## src/rtl/pwm_dead_time_if.sv

```systemverilog
// Gate-drive bundle between the duty comparator side and the dead-time generator.
// The master drives the enable, PWM and dead count; the slave returns the gate pair.
interface pwm_dead_time_if #(
  parameter int DT_WIDTH = 8
);
  logic                En;
  logic                PWM_In;
  logic [DT_WIDTH-1:0] Dead_Cnt;
  logic                Gate_H;
  logic                Gate_L;
  logic                Swallow;

  modport master (
    output En, PWM_In, Dead_Cnt,
    input  Gate_H, Gate_L, Swallow
  );

  modport slave (
    input  En, PWM_In, Dead_Cnt,
    output Gate_H, Gate_L, Swallow
  );
endinterface

```

## src/rtl/pwm_dead_time.sv

```systemverilog
// Complementary half-bridge gate driver with programmable dead time and
// suppression of PWM pulses shorter than the dead interval.
module pwm_dead_time #(
  parameter int DT_WIDTH = 8,
  parameter int DT_MIN   = 1
) (
  input logic             CLK,
  input logic             Reset,
  pwm_dead_time_if.slave  bus
);

  typedef enum logic [2:0] {
    OFF       = 3'd0,
    DEAD_TO_H = 3'd1,
    ON_H      = 3'd2,
    DEAD_TO_L = 3'd3,
    ON_L      = 3'd4
  } state_t;

  localparam logic [DT_WIDTH-1:0] DT_MIN_V = DT_WIDTH'(DT_MIN);
  localparam logic [DT_WIDTH-1:0] ONE_V    = DT_WIDTH'(1);

  state_t              state_reg;
  logic                pwm_reg;
  logic [DT_WIDTH-1:0] cnt_reg;
  logic                gate_h_reg;
  logic                gate_l_reg;
  logic                swallow_reg;
  logic [DT_WIDTH-1:0] dt_eff;

  // Never allow a zero-length dead interval, whatever the programmed count.
  always_comb begin
    dt_eff = (bus.Dead_Cnt < DT_MIN_V) ? DT_MIN_V : bus.Dead_Cnt;
  end

  always_ff @(posedge CLK) begin
    if (Reset) begin
      state_reg   <= OFF;
      pwm_reg     <= 1'b0;
      cnt_reg     <= '0;
      gate_h_reg  <= 1'b0;
      gate_l_reg  <= 1'b0;
      swallow_reg <= 1'b0;
    end else begin
      pwm_reg     <= bus.PWM_In;
      swallow_reg <= 1'b0;
      if (!bus.En) begin
        state_reg  <= OFF;
        cnt_reg    <= '0;
        gate_h_reg <= 1'b0;
        gate_l_reg <= 1'b0;
      end else begin
        case (state_reg)
          OFF: begin
            cnt_reg    <= dt_eff;
            gate_h_reg <= 1'b0;
            gate_l_reg <= 1'b0;
            state_reg  <= pwm_reg ? DEAD_TO_H : DEAD_TO_L;
          end
          DEAD_TO_H: begin
            if (!pwm_reg) begin
              state_reg   <= DEAD_TO_L;
              cnt_reg     <= dt_eff;
              swallow_reg <= 1'b1;
            end else if (cnt_reg <= ONE_V) begin
              state_reg  <= ON_H;
              gate_h_reg <= 1'b1;
            end else begin
              cnt_reg <= cnt_reg - ONE_V;
            end
          end
          ON_H: begin
            if (!pwm_reg) begin
              state_reg  <= DEAD_TO_L;
              cnt_reg    <= dt_eff;
              gate_h_reg <= 1'b0;
            end
          end
          DEAD_TO_L: begin
            if (pwm_reg) begin
              state_reg   <= DEAD_TO_H;
              cnt_reg     <= dt_eff;
              swallow_reg <= 1'b1;
            end else if (cnt_reg <= ONE_V) begin
              state_reg  <= ON_L;
              gate_l_reg <= 1'b1;
            end else begin
              cnt_reg <= cnt_reg - ONE_V;
            end
          end
          ON_L: begin
            if (pwm_reg) begin
              state_reg  <= DEAD_TO_H;
              cnt_reg    <= dt_eff;
              gate_l_reg <= 1'b0;
            end
          end
          default: begin
            state_reg  <= OFF;
            cnt_reg    <= '0;
            gate_h_reg <= 1'b0;
            gate_l_reg <= 1'b0;
          end
        endcase
      end
    end
  end

  assign bus.Gate_H  = gate_h_reg;
  assign bus.Gate_L  = gate_l_reg;
  assign bus.Swallow = swallow_reg;

endmodule

```

## src/flat_wrapper.sv

```systemverilog
// flat-port wrapper written by rule: the top's interface ports become plain ports
module pwm_dead_time_flat 
#(
  parameter int DT_WIDTH = 8,
  parameter int DT_MIN   = 1
)
  (CLK, Reset, bus_En, bus_PWM_In, bus_Dead_Cnt, bus_Gate_H, bus_Gate_L, bus_Swallow);
  pwm_dead_time_if #(.DT_WIDTH(DT_WIDTH)) bus_i ();
  input logic CLK;
  input logic Reset;
  input wire logic [$bits(bus_i.En)-1:0] bus_En;
  input wire logic [$bits(bus_i.PWM_In)-1:0] bus_PWM_In;
  input wire logic [$bits(bus_i.Dead_Cnt)-1:0] bus_Dead_Cnt;
  output wire logic [$bits(bus_i.Gate_H)-1:0] bus_Gate_H;
  output wire logic [$bits(bus_i.Gate_L)-1:0] bus_Gate_L;
  output wire logic [$bits(bus_i.Swallow)-1:0] bus_Swallow;
  assign bus_i.En = bus_En;
  assign bus_i.PWM_In = bus_PWM_In;
  assign bus_i.Dead_Cnt = bus_Dead_Cnt;
  assign bus_Gate_H = bus_i.Gate_H;
  assign bus_Gate_L = bus_i.Gate_L;
  assign bus_Swallow = bus_i.Swallow;
  pwm_dead_time #(.DT_WIDTH(DT_WIDTH), .DT_MIN(DT_MIN)) u_core (.CLK(CLK), .Reset(Reset), .bus(bus_i));
endmodule
```

## config.mk

```make
export PLATFORM = sky130hd
export DESIGN_NAME = pwm_dead_time_flat
export DESIGN_NICKNAME = d
export VERILOG_FILES = /design/src/rtl/pwm_dead_time_if.sv /design/src/rtl/pwm_dead_time.sv /design/src/flat_wrapper.sv
export SDC_FILE = /design/constraint.sdc
export NUM_CORES = 1
export LEC_CHECK = 0
export BUFFER_PORTS_ARGS = -buffer_cell sky130_fd_sc_hd__clkbuf_2
export CELL_PAD_IN_SITES_DETAIL_PLACEMENT = 1
export CELL_PAD_IN_SITES_GLOBAL_PLACEMENT = 2
export CORE_UTILIZATION = 34
export CTS_CLUSTER_DIAMETER = 200
export CTS_CLUSTER_SIZE = 30
export DETAILED_ROUTE_END_ITERATION = 8
export PLACE_DENSITY = 0.92
export SLEW_MARGIN = 0
export SYNTH_ARGS = -nofsm -noshare
export SYNTH_HDL_FRONTEND = slang
export SYNTH_SLANG_ARGS = --single-unit
export TNS_END_PERCENT = 50
```

## constraint.sdc

```tcl
create_clock -name CLK -period 4.8 [get_ports CLK]
set_clock_uncertainty 0.1 [all_clocks]
set_input_delay 0.48 -clock CLK [delete_from_list [all_inputs] [get_ports CLK]]
set_output_delay 0.48 -clock CLK [all_outputs]
set_load 0.01 [all_outputs]
```

* Word-level counts from Yosys, hierarchy flattened *
Cells that the tools add are included.

cells by class
  bitwise gates (word level) = 3
  add/sub/neg operators = 1
  eq/ne operators = 12
  $lt $le $gt $ge = 2
  reductions and logical operators = 8
  muxes and demuxes = 25

operator list
  operator               count
  $mux W8                6
  $pmux W8 S5            1
  $mux W3                6
  $pmux W3 S5            1
  $reduce_and A4 Y1      3
  $le A8 B1 Y1 const B   1
  $lt A8 B1 Y1 const B   1
  $ne A2 B1 Y1 const B   4
  $sub A8 B1 Y8 const B  1
  $mux W1                7
  $eq A3 B2 Y1 const B   2
  $pmux W1 S3            2
  $reduce_or A2 Y1       3
  $ne A2 B2 Y1 const B   2
  $eq A3 B1 Y1 const B   1
  $eq A3 B3 Y1 const B   1
  $logic_not A3 Y1       1
  $ne A3 B1 Y1 const B   1
  $ne A3 B3 Y1 const B   1
  $not A1 Y1             3
  $mux W2                1
  $pmux W1 S2            1
  $reduce_and A2 Y1      1

word-level totals
  output and inout bits = 3
  logic and storage cells = 57
  bits in registers = 15

* Depth between registers and ports, before layout *
  depth in word-level cells = 4
  depth in mapped cells = 8

* Worst setup path before layout *
No wires, ideal clock.

  path type = register to register
  from = reg u_core.cnt_reg[0]
  to = reg u_core.state_reg[1]
  period minus slack after synthesis = 2025 ps
  stages on the path, launching flop included = 8
  setup slack = 2775 ps
  data arrival time = 1825 ps
  cells stage by stage = dfxtp_1 -> inv_1 -> ha_1 -> or2_1 -> and3_1 -> buf_6 -> mux2_4 -> a2111oi_4

on the way
  cells in the longest elaborated chain, start to end = 3
  elaborated cells on any way between the ends = 4
  those cells by class = order compare (1); eq/ne (2); reduce/logical (1)

RTL lines
  element                                                        RTL line                                  text
  from (decl)                                                    pwm_dead_time.sv:25                       logic [DT_WIDTH-1:0] cnt_reg;
  from (signal assigned)                                         pwm_dead_time.sv:55                       cnt_reg <= dt_eff;
  from (signal assigned)                                         pwm_dead_time.sv:63                       cnt_reg <= dt_eff;
  from (signal assigned)                                         pwm_dead_time.sv:69                       cnt_reg <= cnt_reg - ONE_V;
  $le A8 B1 Y1 (*)                                               pwm_dead_time.sv:65, pwm_dead_time.sv:84
  $ne A3 B1 Y1 (no line) / $ne A3 B3 Y1 (equally long branches)  --
  $reduce_and A4 Y1 (no line) (*)                                --
  to (signal assigned)                                           pwm_dead_time.sv:58                       state_reg <= pwm_reg ? DEAD_TO_H : DEAD_TO_L;
  to (decl)                                                      pwm_dead_time.sv:23                       state_t state_reg;

Every way passes the cells marked *; elsewhere a longest branch is shown, timed or not.
A chain may end at the register's enable or synchronous reset.

* Final worst setup path *
Same ends and word-level chain as after synthesis.

==> results.cfg <==
[power_and_ir_drop]
power_density_mw_per_mm2 = 255
irDropWorstVdd_uv = 183
power_leakage_nw = 0.428

[setup_path]
reg2reg_from = u_core.cnt_reg[0]
arrival_ps = 2330
path_class = reg2reg
path_max_fanout = 10
setup.worst_path.start = u_core.cnt_reg[0]
regToRegEndpoint = u_core.state_reg[1]
cp-endpoint = u_core.state_reg[1]
crit_path_start_kind = flip-flop
critPathRequiredTime_ps = 4900
r2r_slack_ps = 2570
endpoint_kind = flip-flop
reg2regPathDepth = 6

[yosys]
synth_largest_area_cell = dfxtp_1
synthTopCellsByCount = 15 x dfxtp_1, 15 x nor2_1, 11 x o21ai_0
ys_warn_count = 0
syn_nets = 143
synth_area_sq_mm = 0.00102
synth-seq-cells = 15
synth_area_per_cell_sq_um = 7.89
synthArstFlopShare_pct = 0
syn_inst = 129
yosysTopAreaCellShare_pct = 29.5
synthTopCellsByArea = dfxtp_1 30%, nor2_1 5.5%, o21ai_0 5.4%, a21oi_1 4.4%, a22oi_1 3.7%
ys_seq_area_share_pct = 29.5
synthFlopType = dfxtp_1
yosysUniqueCellTypes = 43
synth-edff-count = 0

[sta]
period_minus_slack_ps = 2230
setup_violations = 0
slew_violations = 0
relSlewSlack_pct = 62.6
fin_worst_hold_slack_ps = 245
max_freq_mhz = 448
rsz0062_at_grt = false
fin_crit_sh_pct = 46.5
finalHoldViolCount = 0
worstMarginPinSlew_ps = 562
tns_ps = 0

[hold_path]
hp-class = in2reg

[layout]
diodes = 0
area_delta_synth_final_pct = 10.3
largest_register_ffs = 8
drive_gt1_share_pct = 14.9
fin_nets = 156

[clocking]
clock-root-buffer = clkbuf_4
cts_buffers = 3
h-tree-depth = 1
clk_latency_ps = 290
cts_tree = built
cts_buffer_depth = 2
cts_hold_buf = 0
cts.sink_count = 15
cts.repair.resized = 0
post_cts_buffers = 0
clk_pin_slew_worst_paths_ps = 100

[route]
drt-pass1-iter-count = 4
routed_wl_um = 2970
antenna_left = 0
wl_per_cell_um = 17.3
drt_iter0_markers = 31
drc_errors = 0
vias = 1049
via_per_inst = 6.10

[grt]
first_global_vias = 1126
grt_usage_pct = 20.8
grt_pass1_wl_um = 5230
grt_max_degree = 17
gr-total-overflow = 0
antenna_found_initial = 0

[floorplanning]
rows = 19
start_util_pct = 36.3
coreArea_sq_mm = 0.00281
dieArea_sq_mm = 0.00321
ios = 15
die_h_um = 56.7
die-width_um = 56.7

[placement]
place_congestion = 0.859
dpl.hpwl_um = 2230
port_buffers = 14

[run]
maxCapViolCount = 0

[outcome]
status = complete, no violations
stage by stage:
| stage | setup slack, ps | std cells | total power [mW] | util (%) | area [sq um] |
|---|---|---|---|---|---|
| 3_5_place_dp | 2610 | 168 | 0.212 | 39.1 | 1100 |
| 6_report | 2570 | 172 | 0.286 | 40.0 | 1120 |
| 4_1_cts | 2570 | 172 | 0.288 | 40.0 | 1120 |
| 3_3_place_gp | 2660 | 168 | 0.209 | 39.1 | 1100 |
| 2_1_floorplan | 2780 | 129 | 0.194 | - | 1020 |
| 5_1_grt | 2390 | 172 | 0.304 | 40.0 | 1120 |
layout by cell type (no fill, tap or decap), drive strengths merged, types with 2 or more instances in the layout:
master   instances
clkbuf          18
nor2            15
dfxtp           15
o21ai           11
a21oi            9
inv              7
nand2            5
a22oi            5
nor3             4
nor2b            4
and2             4
nand2b           3
nor4             3
a32oi            3
o2bb2ai          3
mux2             3
nand3            2
o22ai            2
a31oi            2
a211oi           2
a211o            2
ha               2
worst max-delay path, cell delays in order, from the launching register on:
cell and delay, ps:
dfxtp_1 420, inv_1 90, ha_1 280, or2_1 290, and3_1 280, mux2_4 360, a2111oi_4 330
worst min-delay path by stage:
stage / slack, ps / startpoint / cells after the start / to
2_1_floorplan: 360 / u_core.cnt_reg[4] / 1 / u_core.cnt_reg[4]
3_3_place_gp: 390 / u_core.cnt_reg[4] / 1 / u_core.cnt_reg[4]
3_5_place_dp: 390 / u_core.cnt_reg[4] / 1 / u_core.cnt_reg[4]
4_1_cts: 240 / Reset / 2 / u_core.pwm_reg
5_1_grt: 240 / Reset / 2 / u_core.pwm_reg
6_report: 240 / Reset / 2 / u_core.pwm_reg
cell families (layout without fill, tap and decap cells):
logic type	after synthesis	count (layout)	synth area share, %
simple gates	48	48	24.7
flops	15	15	29.5
mux	3	3	3.69
fa+ha+maj	2	2	2.46
buf+inv	13	25	5.53
xor+xnor	1	1	0.861
compound gates	47	47	33.2
report_power, final:
| group | internal, mW | switching (mW) |
|---|---|---|
| Sequential | 0.130 | 0.0120 |
| Clock | 0.0323 | 0.0439 |
| Combinational | 0.0294 | 0.0387 |
| Total | 0.192 | 0.0945 |
layout make-up:
cell class                 count  area [sq um]
fill                         356          1680
multi-input combinational    101           661
sequential                    15           300
timing repair buffer          14          70.1
tap                           31          38.8
clock buffer                   4          26.3
inverter                       7          26.3
per-layer routing:
layer  global-route usage (%)  wire (um)  up-vias
met5                        0          0        -
met4                     7.14         68        0
met3                     4.38        119        6
met2                     36.2       1450       21
met1                     25.0       1330      512
li1                         -          -      510
(Power assumes the default switching activity.)
